<file path="src/rtl/alu_lifo_pkg.sv">
// ---------------------------------------------------------------------------
// alu_lifo_pkg
// Shared widths, the stack entry layout and the counter-width helper for the
// ALU result LIFO that sits between the 3-bit ALU and the LED driver.
// ---------------------------------------------------------------------------
package alu_lifo_pkg;

    localparam int DEPTH_DEF = 8;   // default number of stack entries
    localparam int RES_W_DEF = 6;   // default ALU result width
    localparam int OP_W_DEF  = 3;   // default opcode width

    // Counter must represent 0..DEPTH inclusive, hence one bit more than the index.
    function automatic int cnt_w(input int depth);
        return $clog2(depth) + 1;
    endfunction

    localparam int CNT_W = cnt_w(DEPTH_DEF);

    // One stack entry at the default widths: opcode in the upper bits.
    typedef struct packed {
        logic [OP_W_DEF-1:0]  opcode;
        logic [RES_W_DEF-1:0] result;
    } alu_entry_t;

endpackage : alu_lifo_pkg

</file>
<file path="src/rtl/btn_sync_edge.sv">
// ---------------------------------------------------------------------------
// btn_sync_edge
// Brings a raw, asynchronous push button into the clk domain and turns each
// press into a single-cycle strobe.
//
// Ports:
//   clk     in   system clock
//   reset   in   asynchronous, active-high reset
//   btn_i   in   raw button level, asynchronous to clk
//   pulse_o out  one-cycle strobe, 2-3 clk after the raw rising edge
// ---------------------------------------------------------------------------
module btn_sync_edge (
    input  logic clk,
    input  logic reset,
    input  logic btn_i,
    output logic pulse_o
);

    logic       sync1_q;
    logic       sync2_q;
    logic       prev_q;
    logic       pulse_q;
    logic [1:0] fill_q;

    // NOTE: every flop here uses non-blocking assignment so the synchroniser
    // stages shift by exactly one flop per clock regardless of statement order.
    always_ff @(posedge clk or posedge reset) begin
        if (reset) begin
            sync1_q <= 1'b0;
            sync2_q <= 1'b0;
            fill_q  <= 2'b00;
            prev_q  <= 1'b1;
            pulse_q <= 1'b0;
        end else begin
            sync1_q <= btn_i;
            sync2_q <= sync1_q;
            // fill_q[1] goes high once sync2_q carries a real sample rather
            // than its reset value; until then prev_q is pinned at 1 so a
            // button held through reset release cannot look like a new edge.
            fill_q  <= {fill_q[0], 1'b1};
            prev_q  <= fill_q[1] ? sync2_q : 1'b1;
            pulse_q <= sync2_q & ~prev_q;
        end
    end

    assign pulse_o = pulse_q;

endmodule : btn_sync_edge

</file>
<file path="src/rtl/alu_result_lifo.sv">
// ---------------------------------------------------------------------------
// alu_result_lifo
// Stack buffer between the ALU and the seven-segment LED driver. An
// `execute` press pushes {opcode_in, result_in}; a `read` press pops the most
// recent entry into holding registers shown until the next pop.
//
// Ports:
//   clk, reset            system clock, asynchronous active-high reset
//   execute, read         raw push / pop buttons (asynchronous)
//   result_in, opcode_in  entry to push, stable while execute is high
//   result_out/opcode_out last popped entry, held
//   out_valid             holding registers contain a popped entry
//   count                 entries stored (0..DEPTH)
//   empty, full           derived from count
//   overflow, underflow   sticky error flags, cleared only by reset
// ---------------------------------------------------------------------------
module alu_result_lifo
    import alu_lifo_pkg::*;
#(
    parameter int DEPTH = DEPTH_DEF,
    parameter int RES_W = RES_W_DEF,
    parameter int OP_W  = OP_W_DEF
) (
    input  logic                   clk,
    input  logic                   reset,
    input  logic                   execute,
    input  logic                   read,
    input  logic [RES_W-1:0]       result_in,
    input  logic [OP_W-1:0]        opcode_in,
    output logic [RES_W-1:0]       result_out,
    output logic [OP_W-1:0]        opcode_out,
    output logic                   out_valid,
    output logic [$clog2(DEPTH):0] count,
    output logic                   empty,
    output logic                   full,
    output logic                   overflow,
    output logic                   underflow
);

    localparam int IDX_W = $clog2(DEPTH);
    localparam int CW    = cnt_w(DEPTH);

    typedef struct packed {
        logic [OP_W-1:0]  opcode;
        logic [RES_W-1:0] result;
    } entry_t;

    logic push_s;
    logic pop_s;

    btn_sync_edge u_exec_sync (
        .clk     (clk),
        .reset   (reset),
        .btn_i   (execute),
        .pulse_o (push_s)
    );

    btn_sync_edge u_read_sync (
        .clk     (clk),
        .reset   (reset),
        .btn_i   (read),
        .pulse_o (pop_s)
    );

    entry_t            mem_q [DEPTH];
    logic [CW-1:0]     count_q, count_d;
    logic [RES_W-1:0]  res_q, res_d;
    logic [OP_W-1:0]   op_q, op_d;
    logic              valid_q, valid_d;
    logic              ovf_q, ovf_d;
    logic              udf_q, udf_d;

    logic              is_empty;
    logic              is_full;
    logic [CW-1:0]     cnt_m1;
    logic [IDX_W-1:0]  top_idx;
    logic              wr_en;
    logic [IDX_W-1:0]  wr_idx;
    entry_t            wr_data;

    assign is_empty = (count_q == '0);
    assign is_full  = (count_q == CW'(DEPTH));
    assign cnt_m1   = count_q - CW'(1);
    assign top_idx  = cnt_m1[IDX_W-1:0];
    assign wr_data  = '{opcode: opcode_in, result: result_in};

    // NOTE: every signal is given a default before the case so no path
    // leaves it unassigned, which would otherwise infer a latch.
    always_comb begin
        count_d = count_q;
        res_d   = res_q;
        op_d    = op_q;
        valid_d = valid_q;
        ovf_d   = ovf_q;
        udf_d   = udf_q;
        wr_en   = 1'b0;
        wr_idx  = count_q[IDX_W-1:0];

        unique case ({push_s, pop_s})
            2'b10: begin
                if (!is_full) begin
                    wr_en   = 1'b1;
                    count_d = count_q + CW'(1);
                end else begin
                    ovf_d = 1'b1;
                end
            end
            2'b01: begin
                if (!is_empty) begin
                    res_d   = mem_q[top_idx].result;
                    op_d    = mem_q[top_idx].opcode;
                    valid_d = 1'b1;
                    count_d = cnt_m1;
                end else begin
                    udf_d = 1'b1;
                end
            end
            2'b11: begin
                if (!is_empty) begin
                    // Pop then push: the new entry replaces the old top in place.
                    res_d   = mem_q[top_idx].result;
                    op_d    = mem_q[top_idx].opcode;
                    valid_d = 1'b1;
                    wr_en   = 1'b1;
                    wr_idx  = top_idx;
                end else begin
                    wr_en   = 1'b1;
                    wr_idx  = '0;
                    count_d = CW'(1);
                    udf_d   = 1'b1;
                end
            end
            default: ;
        endcase
    end

    always_ff @(posedge clk or posedge reset) begin
        if (reset) begin
            count_q <= '0;
            res_q   <= '0;
            op_q    <= '0;
            valid_q <= 1'b0;
            ovf_q   <= 1'b0;
            udf_q   <= 1'b0;
        end else begin
            count_q <= count_d;
            res_q   <= res_d;
            op_q    <= op_d;
            valid_q <= valid_d;
            ovf_q   <= ovf_d;
            udf_q   <= udf_d;
        end
    end

    // NOTE: the stack RAM has no reset; count_q alone decides which entries
    // are meaningful, so stale contents are never observed.
    always_ff @(posedge clk) begin
        if (wr_en) begin
            mem_q[wr_idx] <= wr_data;
        end
    end

    assign result_out = res_q;
    assign opcode_out = op_q;
    assign out_valid  = valid_q;
    assign count      = count_q;
    assign empty      = is_empty;
    assign full       = is_full;
    assign overflow   = ovf_q;
    assign underflow  = udf_q;

endmodule : alu_result_lifo

</file>
<file path="config.mk">
export PLATFORM = sky130hd
export DESIGN_NAME = alu_result_lifo
export DESIGN_NICKNAME = d
export VERILOG_FILES = /design/src/rtl/alu_lifo_pkg.sv /design/src/rtl/btn_sync_edge.sv /design/src/rtl/alu_result_lifo.sv
export SDC_FILE = /design/constraint.sdc
export NUM_CORES = 1
export LEC_CHECK = 0
export CAP_MARGIN = 20
export CORE_MARGIN = 2
export CORE_UTILIZATION = 54
export CTS_BUF_LIST = sky130_fd_sc_hd__clkbuf_4 sky130_fd_sc_hd__clkbuf_8
export CTS_CLUSTER_DIAMETER = 50
export DETAILED_ROUTE_END_ITERATION = 16
export GPL_ROUTABILITY_DRIVEN = 1
export PLACE_DENSITY_LB_ADDON = 0.2
export SLEW_MARGIN = 40
export SYNTH_ARGS = -nofsm -noshare
export SYNTH_HDL_FRONTEND = slang
export SYNTH_SLANG_ARGS = --single-unit
</file>
<file path="constraint.sdc">
create_clock -name clk -period 2.5 [get_ports clk]
set_input_delay 0.375 -clock clk [delete_from_list [all_inputs] [get_ports clk]]
set_output_delay 0.375 -clock clk [all_outputs]
set_load 0.05 [all_outputs]
</file>
==> reports/metrics.yaml <==
outcome:
  outcome: "complete, no violations"
timing:
  setup_viol: 0
  finalCritPeriodShare_pct: 94.9
  max_slew_margin_pct: 60.5
  clock_skew_ps: 8.63
  rsz0062_at_grt: "no"
  hold_slack_ps: 356
  fmax_mhz: 422
  setup_ws_ps: 129
  hold_violations: 0
  tightestPinTransition_ps: 591
  finalMaxSlewViolations: 0
  post-route-min-period_ps: 2370
routing:
  drt-total-wl_um: 7630
  drt_iter0_markers: 167
  vias: 2278
  wl_per_cell_um: 19.1
  dr.pass1.iters: 4
  drc: 0
  viasPerCell: 5.70
  antenna_left: 0
global_route:
  antenna_found_initial: 0
  grt_max_degree: 39
  grt_pass1_vias: 2301
  grt_pass1_wl_um: 12300
  overflow: 0
  grt_usage_pct: 20.2
synth:
  synth_edf_count: 72
  ys_ff_latch: 98
  synth_nets: 271
  syn_avg_cell_area_um2: 15.8
  synth.distinct_cells: 40
  yosys.cell_count.top_type: "edfxtp_1"
  synth_area_leaders: "edfxtp_1 54%, dfrtp_1 15%, mux2_2 10%"
  yosysWarningCount: 0
  yosys.area.top_type: "edfxtp_1"
  syn_inst: 255
  netlist_area_mm2: 0.00403
  async_reset_ff_share_pct: 26.5
  yosys.area.top_type_share_pct: 53.6
  ys_top_cells_by_count: "72 x edfxtp_1, 36 x mux2_2, 24 x dfrtp_1, 20 x o22ai_1, 14 x nand2_1"
  synth_seq_area_share_pct: 69.9
  synth_top_flop_cell: "edfxtp_1"
clock_network:
  root_buffer: "clkbuf_8"
  cts.sinks: 98
  post_cts_resized: 0
  postCtsHoldBufs: 0
  cts.htree.levels: 3
  insertion_delay_ps: 370
  cts_tree: "yes"
  clk_pin_slew_ps: 100
  clock_path_buffers: 2
  cts_buffers: 9
  post_cts_buffers: 0
floorplan:
  die_w_um: 90.4
  core_mm2: 0.00725
  die_area_mm2: 0.00817
  die_y_um: 90.4
  start_util_pct: 55.6
  ios: 31
  rows: 31
place:
  postPlaceCellArea_mm2: 0.00461
  gp_congestion: 0.848
  dp_hpwl_um: 4850
  dp_slack_ps: 146
  io_buffer_count: 30
worst_setup_path:
  crit_path_start: "count[1]"
  cp.arrival_ps: 2380
  critPathMaxFanout: 9
  cp-start-kind: "flop"
  required_ps: 2510
  ff2ff_path_depth: 5
  reg2reg_slack_ps: 130
  r2r-end: "mem_q[2][2]"
  worstReg2RegStart: "count[1]"
  endpoint: "mem_q[2][2]"
  crit_type: "reg2reg"
  critPathCaptureType: "flop"
power_and_ir_drop:
  p_leak_nw: 1.67
  ir_drop_mv: 0.614
  powerDensity_mw_per_mm2: 1210
min_path:
  hp-class: "reg2reg"
finish:
  final_area_mm2: 0.00480
  layout-drive-gt1-share_pct: 30.6
  syn_to_final_growth_pct: 19.1
  seqCellArea_mm2: 0.00282
  diodes: 0
  fill_cells: 562
  multi_input_area_mm2: 0.00126
  finalNetCount: 312
job:
  maxCapViolations: 0
## kinds of logic after synthesis
group	synth area share, %
other	0.0930
AO/OA/AOI/OAI	8.32
XOR/XNOR	1.12
flip-flops	69.9
AND/OR/NAND/NOR	6.46
adder cells (fa/ha/maj)	0.931
multiplexers	10.9
buffers and inverters	2.30
## registers in the layout, summed over array words and instances, names as in the netlist
| name | flops |
|---|---|
| u_exec_sync.fill_q | 1 |
| u_exec_sync.prev_q | 1 |
| opcode_out | 3 |
| out_valid | 1 |
| count | 4 |
| u_exec_sync.sync2_q | 1 |
| u_exec_sync.pulse_o | 1 |
| u_read_sync.sync2_q | 1 |
| mem_q | 72 |
| u_read_sync.fill_q | 1 |
| underflow | 1 |
| u_exec_sync.sync1_q | 1 |
| result_out | 6 |
| u_read_sync.sync1_q | 1 |
| overflow | 1 |
| u_read_sync.pulse_o | 1 |
| u_read_sync.prev_q | 1 |
## power breakdown
part           total [mW]  internal (mW)  switching (mW)
Combinational        2.81           1.13            1.68
Sequential           2.04           1.92           0.115
Clock               0.956          0.380           0.576
Total                5.80           3.44            2.37
## placed cells by master (no fill, tap or decap), types with 2 or more instances in the layout
cell             count
clkdlybuf4s50_1     28
a21oi_1              2
edfxtp_1            72
o22ai_1             20
nor3_4               8
o31ai_1              9
nor2_1               6
nand2b_1             6
nand2_1             14
mux2_2              36
o21ai_0              2
dfstp_2              2
inv_8                3
buf_4               12
mux2i_1              2
nor3_1               3
dfrtp_1             22
nor2b_1              4
clkbuf_8             9
ha_1                 2
xor2_1               2
dfrtp_2              2
clkinvlp_4           2
nand2_4              2
a22oi_1              2
inv_1                3
## metal layers
| metal | vias to the layer above | global-route usage, % | part of all wire [%] |
|---|---|---|---|
| met5 | - | 0 | 0 |
| met4 | 0 | 9.49 | 1.9 |
| met3 | 13 | 3.51 | 4.0 |
| met2 | 74 | 32.1 | 49 |
| met1 | 1117 | 27.6 | 45 |
| li1 | 1074 | - | - |
## worst min path at each step
stage | startpoint | to | slack (ps) | cells past startpoint
global placement | u_read_sync.sync1_q | u_read_sync.sync2_q | 330 | 0
global route | u_exec_sync.sync1_q | u_exec_sync.sync2_q | 380 | 0
CTS | u_read_sync.fill_q[0] | u_exec_sync.fill_q[1] | 360 | 0
detailed placement | u_read_sync.fill_q[0] | u_exec_sync.fill_q[1] | 330 | 0
floorplan | u_read_sync.fill_q[0] | u_exec_sync.fill_q[1] | 330 | 0
finish | u_read_sync.fill_q[0] | u_exec_sync.fill_q[1] | 360 | 0
## critical path, stage by stage (launching register included)
cell and delay [ps]:
dfrtp_2 460, inv_1 160, ha_4 160, nor3b_4 470, o311ai_4 220, nor3_4 540
## through the flow
step	cells	utilization [%]	TNS (ps)	total power [mW]
final	400	66.2	0	5.80
after global routing	400	66.2	0	6.09
after CTS	400	66.1	0	5.84
after detailed placement	384	63.6	0	4.88
after global placement	384	63.6	0	4.85
after floorplan	255	-	-699	4.21
## layout make-up
cell class | instances | share of cell area, %
flip-flops and latches | 98 | 58.7
inverters | 4 | 0.417
clock inverters | 7 | 1.28
repair buffers | 41 | 8.13
well taps | 99 | 2.58
clock buffers | 9 | 2.58
multi-input cells | 142 | 26.3
No activity file was read; power rests on OpenSTA's default activity.
